`config.mk`:
```
export PLATFORM = sky130hd
export DESIGN_NAME = memory_arbiter_flat
export DESIGN_NICKNAME = d
export VERILOG_FILES = /design/src/rtl/memory_arbiter_if.sv /design/src/rtl/memory_arbiter.sv /design/src/flat_wrapper.sv
export SDC_FILE = /design/constraint.sdc
export NUM_CORES = 1
export LEC_CHECK = 0
export CAP_MARGIN = 0
export CORE_AREA = 5 5 100 102
export CTS_BUF_LIST = sky130_fd_sc_hd__clkbuf_4
export DETAILED_ROUTE_END_ITERATION = 16
export DIE_AREA = 0 0 105 107
export PLACE_DENSITY_LB_ADDON = 0.3
export SLEW_MARGIN = 20
export SYNTH_ARGS = -nofsm -noshare
export SYNTH_HDL_FRONTEND = slang
export SYNTH_SLANG_ARGS = --single-unit
export TNS_END_PERCENT = 1
```
`constraint.sdc`:
```
create_clock -name CLK -period 2.2 [get_ports CLK]
set_clock_uncertainty 0.1 [all_clocks]
set_input_delay 0.66 -clock CLK [delete_from_list [all_inputs] [get_ports CLK]]
set_output_delay 0.66 -clock CLK [all_outputs]
set_load 0.05 [all_outputs]
```
`src/rtl/memory_arbiter_if.sv`:
```
// Cache/RAM side bundle of the memory arbiter.
// master = arbiter view, slave = caches + RAM view.
interface memory_arbiter_if #(
    parameter int WORD_W = 32
);
    logic              iREN;
    logic [WORD_W-1:0] iaddr;
    logic              iwait;
    logic [WORD_W-1:0] iload;
    logic              dREN;
    logic              dWEN;
    logic [WORD_W-1:0] daddr;
    logic [WORD_W-1:0] dstore;
    logic              dwait;
    logic [WORD_W-1:0] dload;
    logic              ramREN;
    logic              ramWEN;
    logic [WORD_W-1:0] ramaddr;
    logic [WORD_W-1:0] ramstore;
    logic [WORD_W-1:0] ramload;
    logic [1:0]        ramstate;
    logic              arb_err;

    modport master (
        input  iREN, iaddr, dREN, dWEN, daddr, dstore, ramload, ramstate,
        output iwait, iload, dwait, dload, ramREN, ramWEN, ramaddr, ramstore, arb_err
    );

    modport slave (
        output iREN, iaddr, dREN, dWEN, daddr, dstore, ramload, ramstate,
        input  iwait, iload, dwait, dload, ramREN, ramWEN, ramaddr, ramstore, arb_err
    );
endinterface

```
`src/rtl/memory_arbiter.sv`:
```
// Single-port RAM arbiter between icache and dcache; dcache wins by default.
// ARB_FAIRNESS_EN: force an icache grant after STARVE_LIMIT dcache grants while icache waits.
module memory_arbiter #(
    parameter int WORD_W = 32
`ifdef ARB_FAIRNESS_EN
   ,parameter int STARVE_LIMIT = 4
`endif
) (
    input  logic              CLK,
    input  logic              nRST,
    memory_arbiter_if.master  bus
);
    typedef enum logic [1:0] {IDLE, IGNT, DGNT} state_t;

    localparam logic [1:0] RAM_ACCESS = 2'd2;
    localparam logic [1:0] RAM_ERROR  = 2'd3;

    state_t            state, next_state;
    logic              arb_err_q;
    logic              dreq;
    logic              grant_err;
    logic              starve_hit;
    logic              ren_c, wen_c, iwait_c, dwait_c;
    logic [WORD_W-1:0] addr_mux, store_mux;

    assign dreq      = bus.dREN | bus.dWEN;
    assign grant_err = (state != IDLE) && (bus.ramstate == RAM_ERROR);

`ifdef ARB_FAIRNESS_EN
    logic [2:0] starve_cnt;
    logic       d_done;

    assign d_done     = (state == DGNT) && dreq && (bus.ramstate == RAM_ACCESS);
    assign starve_hit = bus.iREN && (int'(starve_cnt) >= STARVE_LIMIT);

    // Counts dcache completions the icache had to sit through; saturates.
    always_ff @(posedge CLK or negedge nRST) begin
        if (!nRST)
            starve_cnt <= 3'd0;
        else if (!bus.iREN || state == IGNT)
            starve_cnt <= 3'd0;
        else if (d_done && starve_cnt != 3'd7)
            starve_cnt <= starve_cnt + 3'd1;
    end
`else
    assign starve_hit = 1'b0;
`endif

    always_ff @(posedge CLK or negedge nRST) begin
        if (!nRST) begin
            state     <= IDLE;
            arb_err_q <= 1'b0;
        end else begin
            state <= next_state;
            if (grant_err)
                arb_err_q <= 1'b1;
        end
    end

    // Every grant returns to IDLE, so back-to-back transactions see one bubble.
    always_comb begin
        next_state = state;
        ren_c      = 1'b0;
        wen_c      = 1'b0;
        iwait_c    = 1'b1;
        dwait_c    = 1'b1;
        addr_mux   = '0;
        store_mux  = '0;
        case (state)
            IDLE: begin
                if (starve_hit)
                    next_state = IGNT;
                else if (dreq)
                    next_state = DGNT;
                else if (bus.iREN)
                    next_state = IGNT;
            end
            IGNT: begin
                ren_c    = bus.iREN;
                addr_mux = bus.iaddr;
                if (!bus.iREN)
                    next_state = IDLE;
                else if (bus.ramstate == RAM_ACCESS) begin
                    iwait_c    = 1'b0;
                    next_state = IDLE;
                end else if (bus.ramstate == RAM_ERROR)
                    next_state = IDLE;
            end
            DGNT: begin
                wen_c     = bus.dWEN;
                ren_c     = bus.dREN & ~bus.dWEN;
                addr_mux  = bus.daddr;
                store_mux = bus.dstore;
                if (!dreq)
                    next_state = IDLE;
                else if (bus.ramstate == RAM_ACCESS) begin
                    dwait_c    = 1'b0;
                    next_state = IDLE;
                end else if (bus.ramstate == RAM_ERROR)
                    next_state = IDLE;
            end
            default: next_state = IDLE;
        endcase
    end

    assign bus.ramREN   = ren_c;
    assign bus.ramWEN   = wen_c;
    assign bus.ramaddr  = addr_mux;
    assign bus.ramstore = store_mux;
    assign bus.iwait    = iwait_c;
    assign bus.dwait    = dwait_c;
    assign bus.iload    = bus.ramload;
    assign bus.dload    = bus.ramload;
    assign bus.arb_err  = arb_err_q;
endmodule

```
`src/flat_wrapper.sv`:
```
// flat-port wrapper written by rule: the top's interface ports become plain ports
module memory_arbiter_flat 
#(
    parameter int WORD_W = 32

)
  (CLK, nRST, bus_iREN, bus_iaddr, bus_dREN, bus_dWEN, bus_daddr, bus_dstore, bus_ramload, bus_ramstate, bus_iwait, bus_iload, bus_dwait, bus_dload, bus_ramREN, bus_ramWEN, bus_ramaddr, bus_ramstore, bus_arb_err);
  memory_arbiter_if #(.WORD_W(WORD_W)) bus_i ();
  input  logic CLK;
  input  logic nRST;
  input wire logic [$bits(bus_i.iREN)-1:0] bus_iREN;
  input wire logic [$bits(bus_i.iaddr)-1:0] bus_iaddr;
  input wire logic [$bits(bus_i.dREN)-1:0] bus_dREN;
  input wire logic [$bits(bus_i.dWEN)-1:0] bus_dWEN;
  input wire logic [$bits(bus_i.daddr)-1:0] bus_daddr;
  input wire logic [$bits(bus_i.dstore)-1:0] bus_dstore;
  input wire logic [$bits(bus_i.ramload)-1:0] bus_ramload;
  input wire logic [$bits(bus_i.ramstate)-1:0] bus_ramstate;
  output wire logic [$bits(bus_i.iwait)-1:0] bus_iwait;
  output wire logic [$bits(bus_i.iload)-1:0] bus_iload;
  output wire logic [$bits(bus_i.dwait)-1:0] bus_dwait;
  output wire logic [$bits(bus_i.dload)-1:0] bus_dload;
  output wire logic [$bits(bus_i.ramREN)-1:0] bus_ramREN;
  output wire logic [$bits(bus_i.ramWEN)-1:0] bus_ramWEN;
  output wire logic [$bits(bus_i.ramaddr)-1:0] bus_ramaddr;
  output wire logic [$bits(bus_i.ramstore)-1:0] bus_ramstore;
  output wire logic [$bits(bus_i.arb_err)-1:0] bus_arb_err;
  assign bus_i.iREN = bus_iREN;
  assign bus_i.iaddr = bus_iaddr;
  assign bus_i.dREN = bus_dREN;
  assign bus_i.dWEN = bus_dWEN;
  assign bus_i.daddr = bus_daddr;
  assign bus_i.dstore = bus_dstore;
  assign bus_i.ramload = bus_ramload;
  assign bus_i.ramstate = bus_ramstate;
  assign bus_iwait = bus_i.iwait;
  assign bus_iload = bus_i.iload;
  assign bus_dwait = bus_i.dwait;
  assign bus_dload = bus_i.dload;
  assign bus_ramREN = bus_i.ramREN;
  assign bus_ramWEN = bus_i.ramWEN;
  assign bus_ramaddr = bus_i.ramaddr;
  assign bus_ramstore = bus_i.ramstore;
  assign bus_arb_err = bus_i.arb_err;
  memory_arbiter #(.WORD_W(WORD_W)) u_core (.CLK(CLK), .nRST(nRST), .bus(bus_i));
endmodule
```
==> out/results.txt <==
RSZ-0062 raised after global routing = yes
initial DRC count = 43
register bit count reported by yosys = 3
Mapped Avg Cell Area = 7.10 um2
Worst-Margin Slew = 235 ps
top cells by area, synth = buf_4, a22oi_1, nor2b_1
FMAX = 427 MHz
Root Buffer Master = clkbuf_4
vias in the first global route = 2024
number of buffers added on ports = 171
Vias = 1769
Hold Violations, Final = 0
Synth area leader = buf_4
EDFF count, synth = 0
Row Count = 35
reg2reg start = u_core.state[1]
Mapped Area = 0.00144 mm2
Max-Cap Viols = 0
CP max stage delay = 420 ps
CP max stage cell = dfrtp_2
Final Core Density = 45.6%
largest net degree at the start of global routing = 24
failing checks = negative setup slack
Placer Congestion = 0.746
Pwr per Cell Area = 1270 mW/mm2
Largest delay share family, worst path = buffers and inverters
pre-CTS setup slack = -212 ps
die width = 105 um
worst min path class = register to register
Design Power = 5.21 mW
Min Hold Slack = 385 ps
Worst-path clk slew = 40 ps
nature of the critical path endpoint = output pin
grt ovf = 0
switching part of the total power = 47.1%
Post-Route WL = 7910 um
hold path cells = 1
most frequent cells in the layout = clkdlybuf4s50_1, buf_12, and2_4
global-route wire length before repair = 11900 um
critical path buffer and inverter count = 3
Syn-to-layout area delta = 187%
ant diodes = 0
Total Negative Setup Slacks = -6520 ps
filler cell count in the final layout = 854
register share of total power = 1.6%
ys async rst share = 100%
outcome = finished, violations left
initial core utilization = 15.9%
Slew Limit Fails = 0
Final Cycle Share = 106%
Cells after Synth = 202
Psw = 2.45 mW
DRT antenna net count = 0
minimum clock period = 2340 ps
Required @ worst endpoint = 1440 ps
H-tree levels = 1
flop-to-flop setup slack = 300 ps
DRC viols = 0
CTS buffer count = 3
Hold Startpoint = u_core.bus.arb_err
WS Path Type = register to output pin
Int Power = 2.76 mW
Main synth FF type = dfrtp_1
final setup vio count = 57
global-route usage over all layers = 13.2%
setup slack after layout = -141 ps
Rel. slew slack = 84.1%
Max FO, Critical Path = 16
Peak VDD IR = 0.000727 V
Worst EP arrival = 1580 ps
top-level I/O count = 268
CP most frequent cell = buf_12
register area share after synthesis = 5.23%
Clk Latency, worst-skew pair = 230 ps
layout cells sized above 1 = 59.6%
Clk pwr share = 2.1%
area share of the largest cell type after synthesis = 33.5%
Reg area = 76.3 um2
WL/cell = 18.5 um
fin nets = 457
most common cell after layout, fill and taps aside = clkdlybuf4s50_1
RR Endpoint = u_core.state[0]
hold_buf cts = 0
core area = 0.00902 mm2
worst-case clock buffer depth = 2
Leakage Power = 1.60 nW
hpwl dp = 5760 um
yosys warns = 0
Die Ht = 107 um
crit-path cells = buf_4, ha_4, buf_12, a22oi_1, nor2b_2, buf_12
Hold Path End = u_core.bus.arb_err
syn nets = 341
initial antenna violation count = 0
Die ar. = 0.0112 mm2
Synth cell types = 20
CTS Sinks = 3
CTS tree = yes
Worst setup SP type = register
cells on worst reg2reg path = 7
multi-input logic area = 0.00122 mm2
Comb pwr share = 96.3%
Via-to-Cell Ratio = 4.13
Pre-antenna DRT Iters = 2
## registers in the layout, indices dropped and copies added (netlist names)
register,flops
u_core.state,2
u_core.bus.arb_err,1
## synthesized netlist by cell type, types with 2 or more instances
library cell	n
buf_2	5
clkbuf_1	9
buf_4	64
dfrtp_1	3
a22oi_1	32
nor2_1	2
inv_1	2
nand2_1	3
ha_1	4
and2_1	33
nor2b_1	36
## area by class of cell
type	count	share of cell area [%]
clock buffers	4	0.730
inverters	2	0.243
multi-input cells	119	29.7
flip-flops and latches	3	1.86
well taps	111	3.38
repair buffers	189	64.1
## cells by family (layout without fill, tap and decap cells)
logic type                 Yosys count  count (layout)  share of synthesized area (%)
DFF                                  3               3                           5.23
buffers and inverters               80             195                           38.1
AOI/OAI and AO/OA                   38              38                           20.2
and+or+nand+nor                     77              77                           33.0
adders and majority gates            4               4                           3.49
## layer usage
metal / share of wire, % / track usage, %
met2: 56 / 26.2
met4: 2.5 / 4.47
met1: 35 / 13.3
met3: 6.5 / 3.07
met5: 0 / 0
## worst max-delay path by stage
stage,endpoint,slack (ps),depth (start not counted),from
5_1_grt,bus_ramaddr[2],-220,6,u_core.state[0]
2_1_floorplan,bus_ramaddr[27],-190,5,u_core.state[0]
3_3_place_gp,bus_ramREN,-220,4,bus_dWEN
3_5_place_dp,bus_ramREN,-210,4,bus_dWEN
4_1_cts,bus_ramaddr[5],-140,6,u_core.state[1]
6_report,bus_ramaddr[2],-140,6,u_core.state[0]
## metrics by stage
| stage | area [um2] | std cells |
|---|---|---|
| floorplan | 1520 | 202 |
| global placement | 3600 | 416 |
| detailed placement | 3600 | 416 |
| CTS | 4040 | 427 |
| global route | 4110 | 428 |
| finish | 4110 | 428 |
## power by group through the flow
stage	logic (mW)	registers (mW)	clock network (mW)
after floorplan	2.42	0.0793	0
after global placement	4.21	0.0812	0
after detailed placement	4.23	0.0819	0
after CTS	4.94	0.0806	0.111
after global routing	5.22	0.0837	0.119
final	5.02	0.0820	0.108
## timing repair
item | 4_1_cts | 5_1_grt
gates cloned | 3 | 1
endpoints found under the setup margin | 68 | 67
resized for setup | 84 | 15
setup buffers | 4 | 0
pin swaps | 17 | 2
No activity file was read; power rests on OpenSTA's default activity.
